**src/rtl/pipelined_tree_hash.sv**
```systemverilog
// Pipelined XOR-fold hash: pads the key to a power-of-two number of OUT_WIDTH chunks,
// folds it one level per registered stage, then applies seed XOR and mask at the output.
module pipelined_tree_hash #(
  parameter int IN_WIDTH  = 40,
  parameter int OUT_WIDTH = 8,
  parameter int CNT_WIDTH = 16
) (
  input  logic                 clk,
  input  logic                 rst,
  input  logic                 in_valid,
  output logic                 in_ready,
  input  logic [IN_WIDTH-1:0]  in_RnnH,
  input  logic [OUT_WIDTH-1:0] mask_RnnH,
  input  logic [OUT_WIDTH-1:0] seed_RnnH,
  output logic                 out_valid,
  input  logic                 out_ready,
  output logic [OUT_WIDTH-1:0] out_RnnH,
  input  logic                 cnt_clr,
  output logic [CNT_WIDTH-1:0] hash_cnt
);

  localparam int NMIN   = (IN_WIDTH + OUT_WIDTH - 1) / OUT_WIDTH;
  localparam int L      = $clog2(NMIN);
  localparam int NCHUNK = 1 << L;
  localparam int PW     = NCHUNK * OUT_WIDTH;

  logic adv;
  assign adv      = ~out_valid | out_ready;
  assign in_ready = adv;

  // Stage s holds NCHUNK>>s chunks; stage 0 is the padded key, stage L the final fold.
  for (genvar s = 0; s <= L; s++) begin : g_stg
    localparam int SW = (NCHUNK >> s) * OUT_WIDTH;

    logic                 vld_q, vld_d;
    logic [SW-1:0]        data_q, data_d;
    logic [OUT_WIDTH-1:0] mask_q, mask_d;
    logic [OUT_WIDTH-1:0] seed_q, seed_d;

    logic                 src_vld;
    logic [SW-1:0]        src_data;
    logic [OUT_WIDTH-1:0] src_mask;
    logic [OUT_WIDTH-1:0] src_seed;

    if (s == 0) begin : g_src
      assign src_vld  = in_valid;
      assign src_data = PW'(in_RnnH);
      assign src_mask = mask_RnnH;
      assign src_seed = seed_RnnH;
    end else begin : g_src
      // Low half XOR high half: chunk i ^ chunk i+n/2.
      assign src_vld  = g_stg[s-1].vld_q;
      assign src_data = g_stg[s-1].data_q[SW-1:0] ^ g_stg[s-1].data_q[2*SW-1:SW];
      assign src_mask = g_stg[s-1].mask_q;
      assign src_seed = g_stg[s-1].seed_q;
    end

    always_comb begin
      vld_d  = vld_q;
      data_d = data_q;
      mask_d = mask_q;
      seed_d = seed_q;
      if (adv) begin
        vld_d = src_vld;
        if (src_vld) begin
          data_d = src_data;
          mask_d = src_mask;
          seed_d = src_seed;
        end
      end
    end

    always_ff @(posedge clk) begin
      if (rst) vld_q <= 1'b0;
      else     vld_q <= vld_d;
    end

    always_ff @(posedge clk) begin
      data_q <= data_d;
      mask_q <= mask_d;
      seed_q <= seed_d;
    end
  end

  // Output stage: gated by valid so the unreset datapath never leaks after reset.
  assign out_valid = g_stg[L].vld_q;
  assign out_RnnH  = out_valid ? ((g_stg[L].data_q ^ g_stg[L].seed_q) & g_stg[L].mask_q)
                               : '0;

  logic [CNT_WIDTH-1:0] hash_cnt_q, hash_cnt_d;

  always_comb begin
    hash_cnt_d = hash_cnt_q;
    if (cnt_clr)
      hash_cnt_d = '0;
    else if (out_valid && out_ready && !(&hash_cnt_q))
      hash_cnt_d = hash_cnt_q + CNT_WIDTH'(1);
  end

  always_ff @(posedge clk) begin
    if (rst) hash_cnt_q <= '0;
    else     hash_cnt_q <= hash_cnt_d;
  end

  assign hash_cnt = hash_cnt_q;

endmodule

```
**config.mk**
```make
export PLATFORM = sky130hd
export DESIGN_NAME = pipelined_tree_hash
export DESIGN_NICKNAME = d
export VERILOG_FILES = /design/src/rtl/pipelined_tree_hash.sv
export SDC_FILE = /design/constraint.sdc
export NUM_CORES = 1
export LEC_CHECK = 0
export ABC_AREA = 0
export ABC_CLOCK_PERIOD_IN_PS = 3100
export CORE_ASPECT_RATIO = 1.25
export CORE_MARGIN = 4
export CORE_UTILIZATION = 48
export CTS_BUF_LIST = sky130_fd_sc_hd__clkbuf_4
export CTS_CLUSTER_DIAMETER = 40
export CTS_CLUSTER_SIZE = 20
export DETAILED_ROUTE_END_ITERATION = 16
export GPL_TIMING_DRIVEN = 0
export PLACE_DENSITY_LB_ADDON = 0.3
export SLEW_MARGIN = 15
export SYNTH_ARGS = -nofsm -noshare
export SYNTH_HDL_FRONTEND = slang
export SYNTH_SLANG_ARGS = --single-unit
```
**constraint.sdc**
```tcl
create_clock -name clk -period 3.1 [get_ports clk]
set_input_delay 0.93 -clock clk [delete_from_list [all_inputs] [get_ports clk]]
set_output_delay 0.93 -clock clk [all_outputs]
set_load 0.01 [all_outputs]
```
After elaboration in Yosys (flattened, before gate mapping)
Cells that the tools add are included.
Word-level totals
  logic and storage cells: 35
  input port bits: 61
  bits in registers: 180
  output and inout port bits: 26
Cells by class
  reductions and logical operators: 9
  muxes and demuxes: 1
  bitwise operators: 7
  $add $sub $neg: 1
Operator list (number)
  $xor 32x8->32: 1
  $add 16x1->16 const B: 1
  $reduce_and 16->1: 1
  $xor 16x16->16: 1
  $xor 8x8->8: 2
  $and 8x8->8: 1
  $mux 8: 1
  $reduce_and 2->1: 4
  $logic_and 1x1->1: 2
  $reduce_or 2->1: 1
  $logic_not 1->1: 1
  $not 1->1: 1
  $or 1x1->1: 1

Logic depth before layout (Yosys ltp)
  depth after elaboration: 3
  mapped depth: 6
  depth with buffers taken out: 5

Worst setup path after synthesis
OpenSTA, ideal clock, no wires.
  kind: in2reg
  start: input port out_ready
  end: register g_stg[0].data_q[0] (enable)
  stages: 3
  path buffers: 1
  arrival time: 2.745 ns
  path slack: -0.065 ns
  cells stage by stage: nand2b_1 -> clkbuf_1 -> and2_1
Between the ends
  cells in the longest elaborated chain, start to end: 2
Ends and longest elaborated chain
  start: declaration: RTL line 16  | input logic out_ready,
  $or 1x1->1: RTL line 28  | assign adv = ~out_valid | out_ready;
  net in_ready: RTL line 11  | output logic in_ready,
  $reduce_and 2->1 (no line)
  end signal: assignment: RTL line 79  | data_q <= data_d;
  end: declaration: RTL line 36  | logic [SW-1:0] data_q, data_d;
The timed path passes the listed nets, and every way through them passes these cells.
A chain may end at the register's enable or synchronous reset.

Worst setup path after layout
  start: register g_stg[3].vld_q (netlist: out_valid)
  end: output port out_RnnH[7]
Between the ends
  cells in the longest elaborated chain, start to end: 1
Ends and longest elaborated chain
  start: declaration: RTL line 35  | logic vld_q, vld_d;
  start signal: assignment: RTL line 75  | else vld_q <= vld_d;
  $mux 8: RTL line 87  | assign out_RnnH = out_valid ? ((g_stg[L].data_q ^ g_stg[L].seed_q) & g_stg[L].mask_q)
  end: declaration: RTL line 17  | output logic [OUT_WIDTH-1:0] out_RnnH,
No other way between the ends.

==> flow_metrics.py <==
metrics = {
    "floorplanning": {
        "fp.dieArea_um2": 14800,
        "die_y_um": 135,
        "die_w_um": 109,
        "rows": 46,
        "core_area_um2": 12700,
        "io_pins": 87,
        "initial_core_util_pct": 48.8,
    },
    "synth": {
        "synth_area_per_cell_um2": 19.1,
        "ys_types": 30,
        "syn-cell-area_um2": 6170,
        "synth_nets": 386,
        "synth_seq_cells": 180,
        "yosysSeqAreaShare_pct": 84.3,
        "synth-async-reset-ratio_pct": 0,
        "synth_ff_type": "edfxtp_1",
        "synth_edf_count": 160,
        "yosys_warnings": 0,
        "synthCells": 324,
    },
    "timing": {
        "post-route-period-util_pct": 95.8,
        "tightest_slew_ns": 1.08,
        "finalHoldViolations": 0,
        "skew_ns": 0.0156,
        "setup_tns_ns": 0,
        "period_minus_slack_ns": 2.97,
        "fmax_mhz": 337,
        "drv_slew": 0,
        "setup_viol": 0,
        "slew_headroom_pct": 27.9,
        "rsz0062_at_grt": "no",
    },
    "global_route": {
        "grt_max_degree": 57,
        "grt_pass1_wl_um": 13600,
        "antenna_found_initial": 1,
        "overflow": 0,
        "grt_pass1_vias": 3043,
        "track_usage_pct": 12.3,
    },
    "place": {
        "placed_cells": 579,
        "dp_hpwl_um": 5800,
        "place_area_um2": 7270,
        "gp_congestion": 0.809,
        "portBuffers": 86,
    },
    "layout": {
        "fin_area_um2": 7540,
        "fin_nets": 490,
        "drive_above_1_share_pct": 8.41,
        "fin_util_pct": 59.5,
        "layoutNonFillerInstCount": 609,
        "area_delta_synth_final_pct": 22.1,
        "final_common_cell": "edfxtp_1",
        "final_cell_mix": "edfxtp_1, clkdlybuf4s50_1, xor2_1, dfxtp_1, clkbuf_4",
    },
    "worst_setup_path": {
        "max_stage_delay_ns": 0.71,
        "critPathKind": "flip-flop to output pin",
        "r2r_slack_ns": 0.95,
        "worstPathArrival_ns": 2.04,
        "cp.required_ns": 2.17,
        "start_kind": "flip-flop",
        "path_max_fanout": 12,
        "cp_slowest_cell": "dfxtp_1",
        "cp-end-kind": "output pin",
        "path_delay_family": "flip-flops",
        "path_buf_inv": 1,
        "crit-reg2reg-launch": "out_valid$_SDFFE_PP0N_",
        "crit_start": "out_valid$_SDFFE_PP0N_",
        "crit_chain": "and3_1 -> clkdlybuf4s50_1",
    },
    "clock_tree": {
        "cts_hold_buf": 0,
        "cts_tree": "yes",
        "cts_root_buf": "clkbuf_4",
        "cts-htree-levels": 4,
        "cts.sinks": 180,
        "clockBufferDepth": 2,
        "path_clk_slew_ns": 0.14,
        "cts_made_buffers": 17,
        "clock_latency_ns": 0.50,
    },
    "route": {
        "drtPass1Iterations": 4,
        "viasPerCell": 4.90,
        "drtAntennaViolNets": 0,
        "drt_iter0_markers": 162,
        "wl_per_cell_um": 14.1,
        "vias": 2983,
        "drt-total-wl_um": 8570,
        "drc_errors": 0,
    },
    "pwr": {
        "p_leak_nw": 2.50,
        "vdd_ir_drop_max_v": 0.000378,
        "powerDensity_nw_per_um2": 549,
        "power.total_mw": 4.14,
    },
    "job": {
        "max-cap-violations": 0,
    },
    "run_status": {
        "status": "finished, final reports clean",
    },
    "min_path": {
        "hp-class": "flip-flop to flip-flop",
        "min_from": "g_stg[2].mask_q[1]$_DFFE_PP_",
    },
}
==> metrics by stage <==
stage	setup slack, ns	hold slack [ns]
global route	0.0224	0.434
floorplan	0.124	0.400
finish	0.131	0.422
CTS	0.0484	0.422
global placement	-0.893	0.400
detailed placement	-0.342	0.405
==> cells in the mapped netlist (5+ instances only) <==
cell type / count / area (µm²)
mux2i_1: 5 / 50.1
edfxtp_1: 160 / 4800
nor2_1: 7 / 26.3
o21ai_0: 6 / 30.0
dfxtp_1: 20 / 400
and3_1: 9 / 56.3
xor2_1: 40 / 350
nand2_1: 11 / 41.3
or3_1: 8 / 50.1
nand4_1: 5 / 31.3
and2_1: 5 / 31.3
a21oi_1: 12 / 60.1
==> registers in the layout, indices dropped and copies added (netlist names) <==
register / flops
g_stg.data_q: 96
out_valid: 1
g_stg.vld_q: 3
hash_cnt: 16
g_stg.seed_q: 32
g_stg.mask_q: 32
==> worst reg2reg max path: stages (launching register included) <==
cell and delay [ns]:
dfxtp_1 0.71, nand2_1 0.13, or3_1 0.42, buf_2 0.17
or4_1 0.50, a21oi_1 0.15
==> routing by layer <==
| metal | track usage (%) | routed length [µm] | vias up |
|---|---|---|---|
| met3 | 3.68 | 459 | 14 |
| met1 | 12.9 | 3120 | 1430 |
| met2 | 22.1 | 4820 | 90 |
| met4 | 5.61 | 168 | 0 |
| met5 | 0 | 0 | - |
| li1 | - | - | 1449 |
==> cell families (layout without fill, tap and decap cells) <==
family	count (synthesis)	in the layout	share of synthesized area [%]
flops	180	180	84.3
simple gates	61	61	5.47
xor+xnor	41	41	5.82
compound gates	28	28	2.88
buf+inv	8	124	0.527
mux	5	5	0.811
fa+ha+maj	1	1	0.203
other cells	0	1	0
==> path summary, 6_finish.rpt <==
path,to,depth (start not counted)
max,out_RnnH[7],2
max reg2reg,hash_cnt[10]$_SDFFE_PP0P_,5
min reg2reg,g_stg[3].mask_q[1]$_DFFE_PP_,0
min,g_stg[3].mask_q[1]$_DFFE_PP_,0
==> layout make-up <==
type / count / area [µm²]
clock buffer: 18 / 135
sequential: 180 / 5200
clock inverter: 13 / 133
inverter: 3 / 11.3
antenna: 1 / 2.50
tap: 168 / 210
fill: 981 / 5120
timing repair buffer: 87 / 880
multi-input combinational: 136 / 950
buffer: 3 / 13.8
==> timing repair <==
action                     4_1_cts  5_1_grt
hold endpoints to repair         0        0
setup endpoints to repair        9        0
buffers inserted                 0        0
gates resized for setup          3        0
==> power breakdown <==
| part | switching, mW | internal [mW] | leakage (nW) | total, mW |
|---|---|---|---|---|
| logic | 0.0688 | 0.0920 | 0.689 | 0.161 |
| registers | 0.0301 | 2.75 | 1.67 | 2.78 |
| clock network | 0.716 | 0.483 | 0.136 | 1.20 |
| total | 0.815 | 3.33 | 2.50 | 4.14 |
Note: power is estimated with default switching activity, not from simulation.
